### src/rtl/regfile_write_arbiter.sv
// -----------------------------------------------------------------------------
// regfile_write_arbiter
//
// Write-side front end of the integer register file. It merges the in-order
// pipeline writeback stream with the long-latency (mul/div/load-miss) result
// stream onto the single register-file write port.
//
// Late results always pass through a one-entry skid buffer. A starvation
// counter guarantees that a buffered result is written within STARVE_LIMIT+1
// cycles. A per-register busy scoreboard tracks outstanding long-latency
// destinations. The registered write outputs also serve as the decode-stage
// bypass source.
//
// Ports:
//   clk, rst_n                     clock, asynchronous active-low reset
//   pipe_valid/rd/data, pipe_ready pipeline writeback request and accept
//   lu_valid/rd/data, lu_ready     long-latency result and accept
//   issue_valid/rd, issue_ready    long-latency issue (marks rd busy)
//   wr_en/wr_addr/wr_data          register-file write port and bypass
//   busy                           per-register pending-write scoreboard
// -----------------------------------------------------------------------------
module regfile_write_arbiter #(
    parameter int ADDRESS_WIDTH = 5,
    parameter int DATA_WIDTH    = 32,
    parameter int STARVE_LIMIT  = 4
) (
    input  logic                           clk,
    input  logic                           rst_n,
    input  logic                           pipe_valid,
    input  logic [ADDRESS_WIDTH-1:0]       pipe_rd,
    input  logic [DATA_WIDTH-1:0]          pipe_data,
    output logic                           pipe_ready,
    input  logic                           lu_valid,
    input  logic [ADDRESS_WIDTH-1:0]       lu_rd,
    input  logic [DATA_WIDTH-1:0]          lu_data,
    output logic                           lu_ready,
    input  logic                           issue_valid,
    input  logic [ADDRESS_WIDTH-1:0]       issue_rd,
    output logic                           issue_ready,
    output logic                           wr_en,
    output logic [ADDRESS_WIDTH-1:0]       wr_addr,
    output logic [DATA_WIDTH-1:0]          wr_data,
    output logic [(1<<ADDRESS_WIDTH)-1:0]  busy
);

    localparam int NREGS = 1 << ADDRESS_WIDTH;
    localparam int CNT_W = $clog2(STARVE_LIMIT + 1);
    localparam logic [CNT_W-1:0] STARVE_MAX = CNT_W'(STARVE_LIMIT);
    localparam logic [ADDRESS_WIDTH-1:0] X0 = {ADDRESS_WIDTH{1'b0}};
    localparam logic [NREGS-1:0] ONE_HOT0 = {{(NREGS-1){1'b0}}, 1'b1};

    // State
    logic                     buf_full_q,   buf_full_d;
    logic [ADDRESS_WIDTH-1:0] buf_rd_q,     buf_rd_d;
    logic [DATA_WIDTH-1:0]    buf_data_q,   buf_data_d;
    logic [CNT_W-1:0]         starve_cnt_q, starve_cnt_d;
    logic [NREGS-1:0]         busy_q,       busy_d;
    logic                     wr_en_q,      wr_en_d;
    logic [ADDRESS_WIDTH-1:0] wr_addr_q,    wr_addr_d;
    logic [DATA_WIDTH-1:0]    wr_data_q,    wr_data_d;

    // Combinational decisions
    logic             force_s;
    logic             grant_buf_s;
    logic             grant_pipe_s;
    logic             lu_load_s;
    logic             issue_ready_s;
    logic             issue_fire_s;
    logic [NREGS-1:0] set_mask_s;
    logic [NREGS-1:0] clr_mask_s;

    // Write-port arbitration; a starved buffer preempts the pipeline.
    always_comb begin
        grant_buf_s  = 1'b0;
        grant_pipe_s = 1'b0;
        force_s      = buf_full_q && (starve_cnt_q == STARVE_MAX);
        if (force_s) begin
            grant_buf_s = 1'b1;
        end else if (pipe_valid) begin
            grant_pipe_s = 1'b1;
        end else if (buf_full_q) begin
            grant_buf_s = 1'b1;
        end else begin
            grant_buf_s  = 1'b0;
            grant_pipe_s = 1'b0;
        end
    end

    // Handshake outputs; the buffer accepts a new result while it drains.
    always_comb begin
        pipe_ready    = !force_s;
        lu_ready      = !buf_full_q || grant_buf_s;
        lu_load_s     = lu_valid && lu_ready;
        issue_ready_s = (issue_rd == X0) || !busy_q[issue_rd];
        issue_ready   = issue_ready_s;
        issue_fire_s  = issue_valid && issue_ready_s && (issue_rd != X0);
    end

    // Skid buffer next state; a load wins over a drain in the same cycle.
    always_comb begin
        buf_full_d = buf_full_q;
        buf_rd_d   = buf_rd_q;
        buf_data_d = buf_data_q;
        if (lu_load_s) begin
            buf_full_d = 1'b1;
            buf_rd_d   = lu_rd;
            buf_data_d = lu_data;
        end else if (grant_buf_s) begin
            buf_full_d = 1'b0;
        end else begin
            buf_full_d = buf_full_q;
        end
    end

    // Starvation counter: counts pipeline wins over a waiting buffer.
    always_comb begin
        starve_cnt_d = starve_cnt_q;
        if (!buf_full_q || grant_buf_s) begin
            starve_cnt_d = {CNT_W{1'b0}};
        end else if (grant_pipe_s && (starve_cnt_q != STARVE_MAX)) begin
            starve_cnt_d = starve_cnt_q + CNT_W'(1);
        end else begin
            starve_cnt_d = starve_cnt_q;
        end
    end

    // Write register: x0 grants update address/data but never assert wr_en.
    always_comb begin
        wr_en_d   = 1'b0;
        wr_addr_d = wr_addr_q;
        wr_data_d = wr_data_q;
        if (grant_buf_s) begin
            wr_en_d   = (buf_rd_q != X0);
            wr_addr_d = buf_rd_q;
            wr_data_d = buf_data_q;
        end else if (grant_pipe_s) begin
            wr_en_d   = (pipe_rd != X0);
            wr_addr_d = pipe_rd;
            wr_data_d = pipe_data;
        end else begin
            wr_en_d = 1'b0;
        end
    end

    // Scoreboard: set on issue, clear when the buffered result is granted.
    always_comb begin
        set_mask_s = {NREGS{1'b0}};
        clr_mask_s = {NREGS{1'b0}};
        if (issue_fire_s) begin
            set_mask_s = ONE_HOT0 << issue_rd;
        end else begin
            set_mask_s = {NREGS{1'b0}};
        end
        if (grant_buf_s) begin
            clr_mask_s = ONE_HOT0 << buf_rd_q;
        end else begin
            clr_mask_s = {NREGS{1'b0}};
        end
        busy_d = ((busy_q & ~clr_mask_s) | set_mask_s) & ~ONE_HOT0;
    end

    // State registers with asynchronous reset; reset discards a buffered result.
    always_ff @(posedge clk or negedge rst_n) begin
        if (!rst_n) begin
            buf_full_q   <= 1'b0;
            buf_rd_q     <= {ADDRESS_WIDTH{1'b0}};
            buf_data_q   <= {DATA_WIDTH{1'b0}};
            starve_cnt_q <= {CNT_W{1'b0}};
            busy_q       <= {NREGS{1'b0}};
            wr_en_q      <= 1'b0;
            wr_addr_q    <= {ADDRESS_WIDTH{1'b0}};
            wr_data_q    <= {DATA_WIDTH{1'b0}};
        end else begin
            buf_full_q   <= buf_full_d;
            buf_rd_q     <= buf_rd_d;
            buf_data_q   <= buf_data_d;
            starve_cnt_q <= starve_cnt_d;
            busy_q       <= busy_d;
            wr_en_q      <= wr_en_d;
            wr_addr_q    <= wr_addr_d;
            wr_data_q    <= wr_data_d;
        end
    end

    assign wr_en   = wr_en_q;
    assign wr_addr = wr_addr_q;
    assign wr_data = wr_data_q;
    assign busy    = busy_q;

endmodule

### config.mk
export PLATFORM = sky130hd
export DESIGN_NAME = regfile_write_arbiter
export DESIGN_NICKNAME = d
export VERILOG_FILES = /design/src/rtl/regfile_write_arbiter.sv
export SDC_FILE = /design/constraint.sdc
export NUM_CORES = 1
export LEC_CHECK = 0
export ABC_CLOCK_PERIOD_IN_PS = 2930
export BUFFER_PORTS_ARGS = -buffer_cell sky130_fd_sc_hd__buf_2
export CORE_UTILIZATION = 40
export DETAILED_ROUTE_END_ITERATION = 10
export GPL_ROUTABILITY_DRIVEN = 1
export PLACE_DENSITY = 0.76
export SYNTH_ARGS = -nofsm -noshare
export SYNTH_HDL_FRONTEND = slang
export SYNTH_SLANG_ARGS = --single-unit
### constraint.sdc
create_clock -name clk -period 2.93 [get_ports clk]
set_clock_uncertainty 0.2 [all_clocks]
set_input_delay 0.1465 -clock clk [delete_from_list [all_inputs] [get_ports clk]]
set_output_delay 0.1465 -clock clk [all_outputs]
set_load 0.02 [all_outputs]
==> results.sh <==
export IMPL_outcome="finished, final reports clean"
export IMPL_worst_pin_slew_ns=0.696
export IMPL_synth_cell_types=38
export IMPL_crit_arrival_ns=2.30
export IMPL_pre_cts_ws_ns=0.491
export IMPL_r2r_setup_slack_ns=0.59
export IMPL_hpwl_um=10200
export IMPL_synth_async_reset_ratio=1.00
export IMPL_worstSkewPairLatency_ns=0.35
export IMPL_layout_common_cells="buf_2, dfrtp_1, dlygate4sd3_1"
export IMPL_grt_max_degree=49
export IMPL_period_share=0.903
export IMPL_startpoint_type="flip-flop"
export IMPL_ctsRootBufferMaster="clkbuf_16"
export IMPL_dieHeight_um=114
export IMPL_rsz0062_at_grt="no"
export IMPL_drv_slew=0
export IMPL_rows=40
export IMPL_place_gp_congestion=0.866
export IMPL_diodes=0
export IMPL_grt_pass1_vias=5025
export IMPL_antenna_found_initial=0
export IMPL_clock_sinks=110
export IMPL_wire_per_inst_um=18.7
export IMPL_fin_crit_ns=2.65
export IMPL_critPathCapture="issue_ready"
export IMPL_io_buffers=155
export IMPL_dr_pass1_iters=5
export IMPL_synth_ff_type="dfrtp_1"
export IMPL_max_cap_viol_count=0
export IMPL_die_area_sq_um=13000
export IMPL_layout_setup_ws_ns=0.284
export IMPL_cts_tree="yes"
export IMPL_coreArea_sq_um=12100
export IMPL_syn_nets=555
export IMPL_synth_area_leaders="dfrtp_1, mux2_2, a221oi_1, nor2_1, o21ai_0"
export IMPL_cts_resized=0
export IMPL_synth_top_cell_area_share=0.548
export IMPL_area_growth_syn_to_layout_pct=39.9
export IMPL_synth_edf_count=0
export IMPL_clk_pin_slew_ns=0.06
export IMPL_grt_pass1_wl_um=25700
export IMPL_clock_fmax_ghz=0.378
export IMPL_setup_violations=0
export IMPL_syn_area_sq_um=5020
export IMPL_drt_iter0_drc=312
export IMPL_max_vdd_ir_drop_mv=0.414
export IMPL_grt_overflow_total=0
export IMPL_initial_core_util=0.415
export IMPL_total_power_mw=4.69
export IMPL_relSlewSlack=0.535
export IMPL_drc=0
export IMPL_avgSynthCellArea_sq_um=10.7
export IMPL_num_vias=4748
export IMPL_final_nets=777
export IMPL_power_density_nw_per_um2=668
export IMPL_vias_per_cell=5.50
export IMPL_worst_endpoint_required_ns=2.58
export IMPL_cp_end_kind="output port"
export IMPL_cp_max_fo=17
export IMPL_htree_levels=3
export IMPL_ff2ff_path_depth=8
export IMPL_hp_class="input port to flip-flop"
export IMPL_drt_total_wl_um=16100
export IMPL_path_class="flip-flop to output port"
export IMPL_drive_gt1_frac=0.326
export IMPL_yosysTopAreaCell="dfrtp_1"
export IMPL_fill_cells=988
export IMPL_r2r_end="wr_data[18]"
export IMPL_synthCells=469
export IMPL_cp_startpoint="busy[7]"
export IMPL_antenna_left=0
export IMPL_die_x_um=114
export IMPL_layout_commonest_cell="buf_2"
export IMPL_grt_usage=0.258
export IMPL_pin_count=157
export IMPL_yosys_warnings=0
export IMPL_fin_setup_tns_ns=0
export IMPL_cts_buffer_depth=2
export IMPL_cts_inserted_buffers=9
export IMPL_synth_ff_latch_count=110
export IMPL_regToRegStartpoint="starve_cnt_q[0]"
export IMPL_leakage_nw=3.14
export IMPL_finalHoldViolCount=0
export IMPL_yosysSeqAreaShare=0.548
-- power by group --
| group | internal, mW | switching [mW] | leakage [nW] |
|---|---|---|---|
| clock | 0.688 | 0.550 | 0.144 |
| sequential | 1.83 | 0.259 | 1.30 |
| combinational | 0.557 | 0.815 | 1.69 |
| total | 3.07 | 1.62 | 3.14 |
-- Yosys cell counts, types with 7 or more instances --
cell type / n
dfrtp_1: 110
nor2_1: 70
nand2_1: 41
o21ai_0: 40
mux2_2: 39
a221oi_1: 36
clkbuf_1: 24
nand3_1: 21
a211oi_1: 14
nand2b_1: 9
o21ai_1: 9
nor2b_1: 7
-- registers in the layout, indices dropped and copies added (netlist names) --
register      count
starve_cnt_q      3
wr_data          32
buf_full_q        1
wr_addr           5
buf_rd_q          5
wr_en             1
busy             31
buf_data_q       32
-- cell families after synthesis --
group,after synthesis,share of synthesized area
and+or+nand+nor,164,0.147
DFF,110,0.548
AOI/OAI and AO/OA,105,0.146
muxes,50,0.120
buffers and inverters,36,0.0321
adders and majority gates,2,0.00498
other,1,0.000747
xor gates and xnor gates,1,0.00174
-- critical path: stages, from the launching register on --
cell and delay [ns]:
dfrtp_1 0.40, mux2_1 0.30, mux4_2 0.50, a32oi_4 0.25
nand3_4 0.22, inv_1 0.11, buf_2 0.16
-- routing by layer --
| layer | up-vias | wire [um] | global-route usage |
|---|---|---|---|
| met5 | - | 0 | 0 |
| met3 | 41 | 1260 | 0.0600 |
| met4 | 0 | 537 | 0.132 |
| met1 | 2328 | 6470 | 0.317 |
| li1 | 2127 | - | - |
| met2 | 252 | 7860 | 0.427 |
-- worst min-delay path by stage --
stage / from / to / depth (start not counted)
floorplan: rst_n / buf_data_q[0] / 0
global placement: rst_n / busy[10] / 1
detailed placement: rst_n / busy[8] / 1
CTS: issue_rd[3] / busy[17] / 4
global route: issue_rd[3] / busy[17] / 4
finish: issue_rd[3] / busy[3] / 4
-- stage by stage --
stage / cell area, sq um / utilization / std cells / hold WS [ns]
after floorplan: 5020 / - / 469 / -0.349
after global placement: 5950 / 0.491 / 770 / -0.182
after detailed placement: 5950 / 0.491 / 770 / -0.177
after CTS: 7030 / 0.580 / 864 / 0.0238
after global routing: 7030 / 0.580 / 864 / 0.0655
final: 7030 / 0.580 / 864 / 0.0401
-- area by class of cell --
| type | instances | area [sq um] | area share |
|---|---|---|---|
| Tap cell | 168 | 210 | 0.0299 |
| Multi-Input combinational cell | 323 | 2120 | 0.301 |
| Timing Repair Buffer | 244 | 1640 | 0.234 |
| Clock buffer | 13 | 250 | 0.0356 |
| Inverter | 3 | 11.3 | 0.00160 |
| Sequential cell | 110 | 2750 | 0.392 |
| Clock inverter | 3 | 43.8 | 0.00623 |
-- what timing repair did --
action,4_1_cts,5_1_grt
hold buffers,78,0
setup endpoints to repair,0,0
hold endpoints to repair,186,0
buffers inserted,0,0
(Power assumes the default switching activity.)
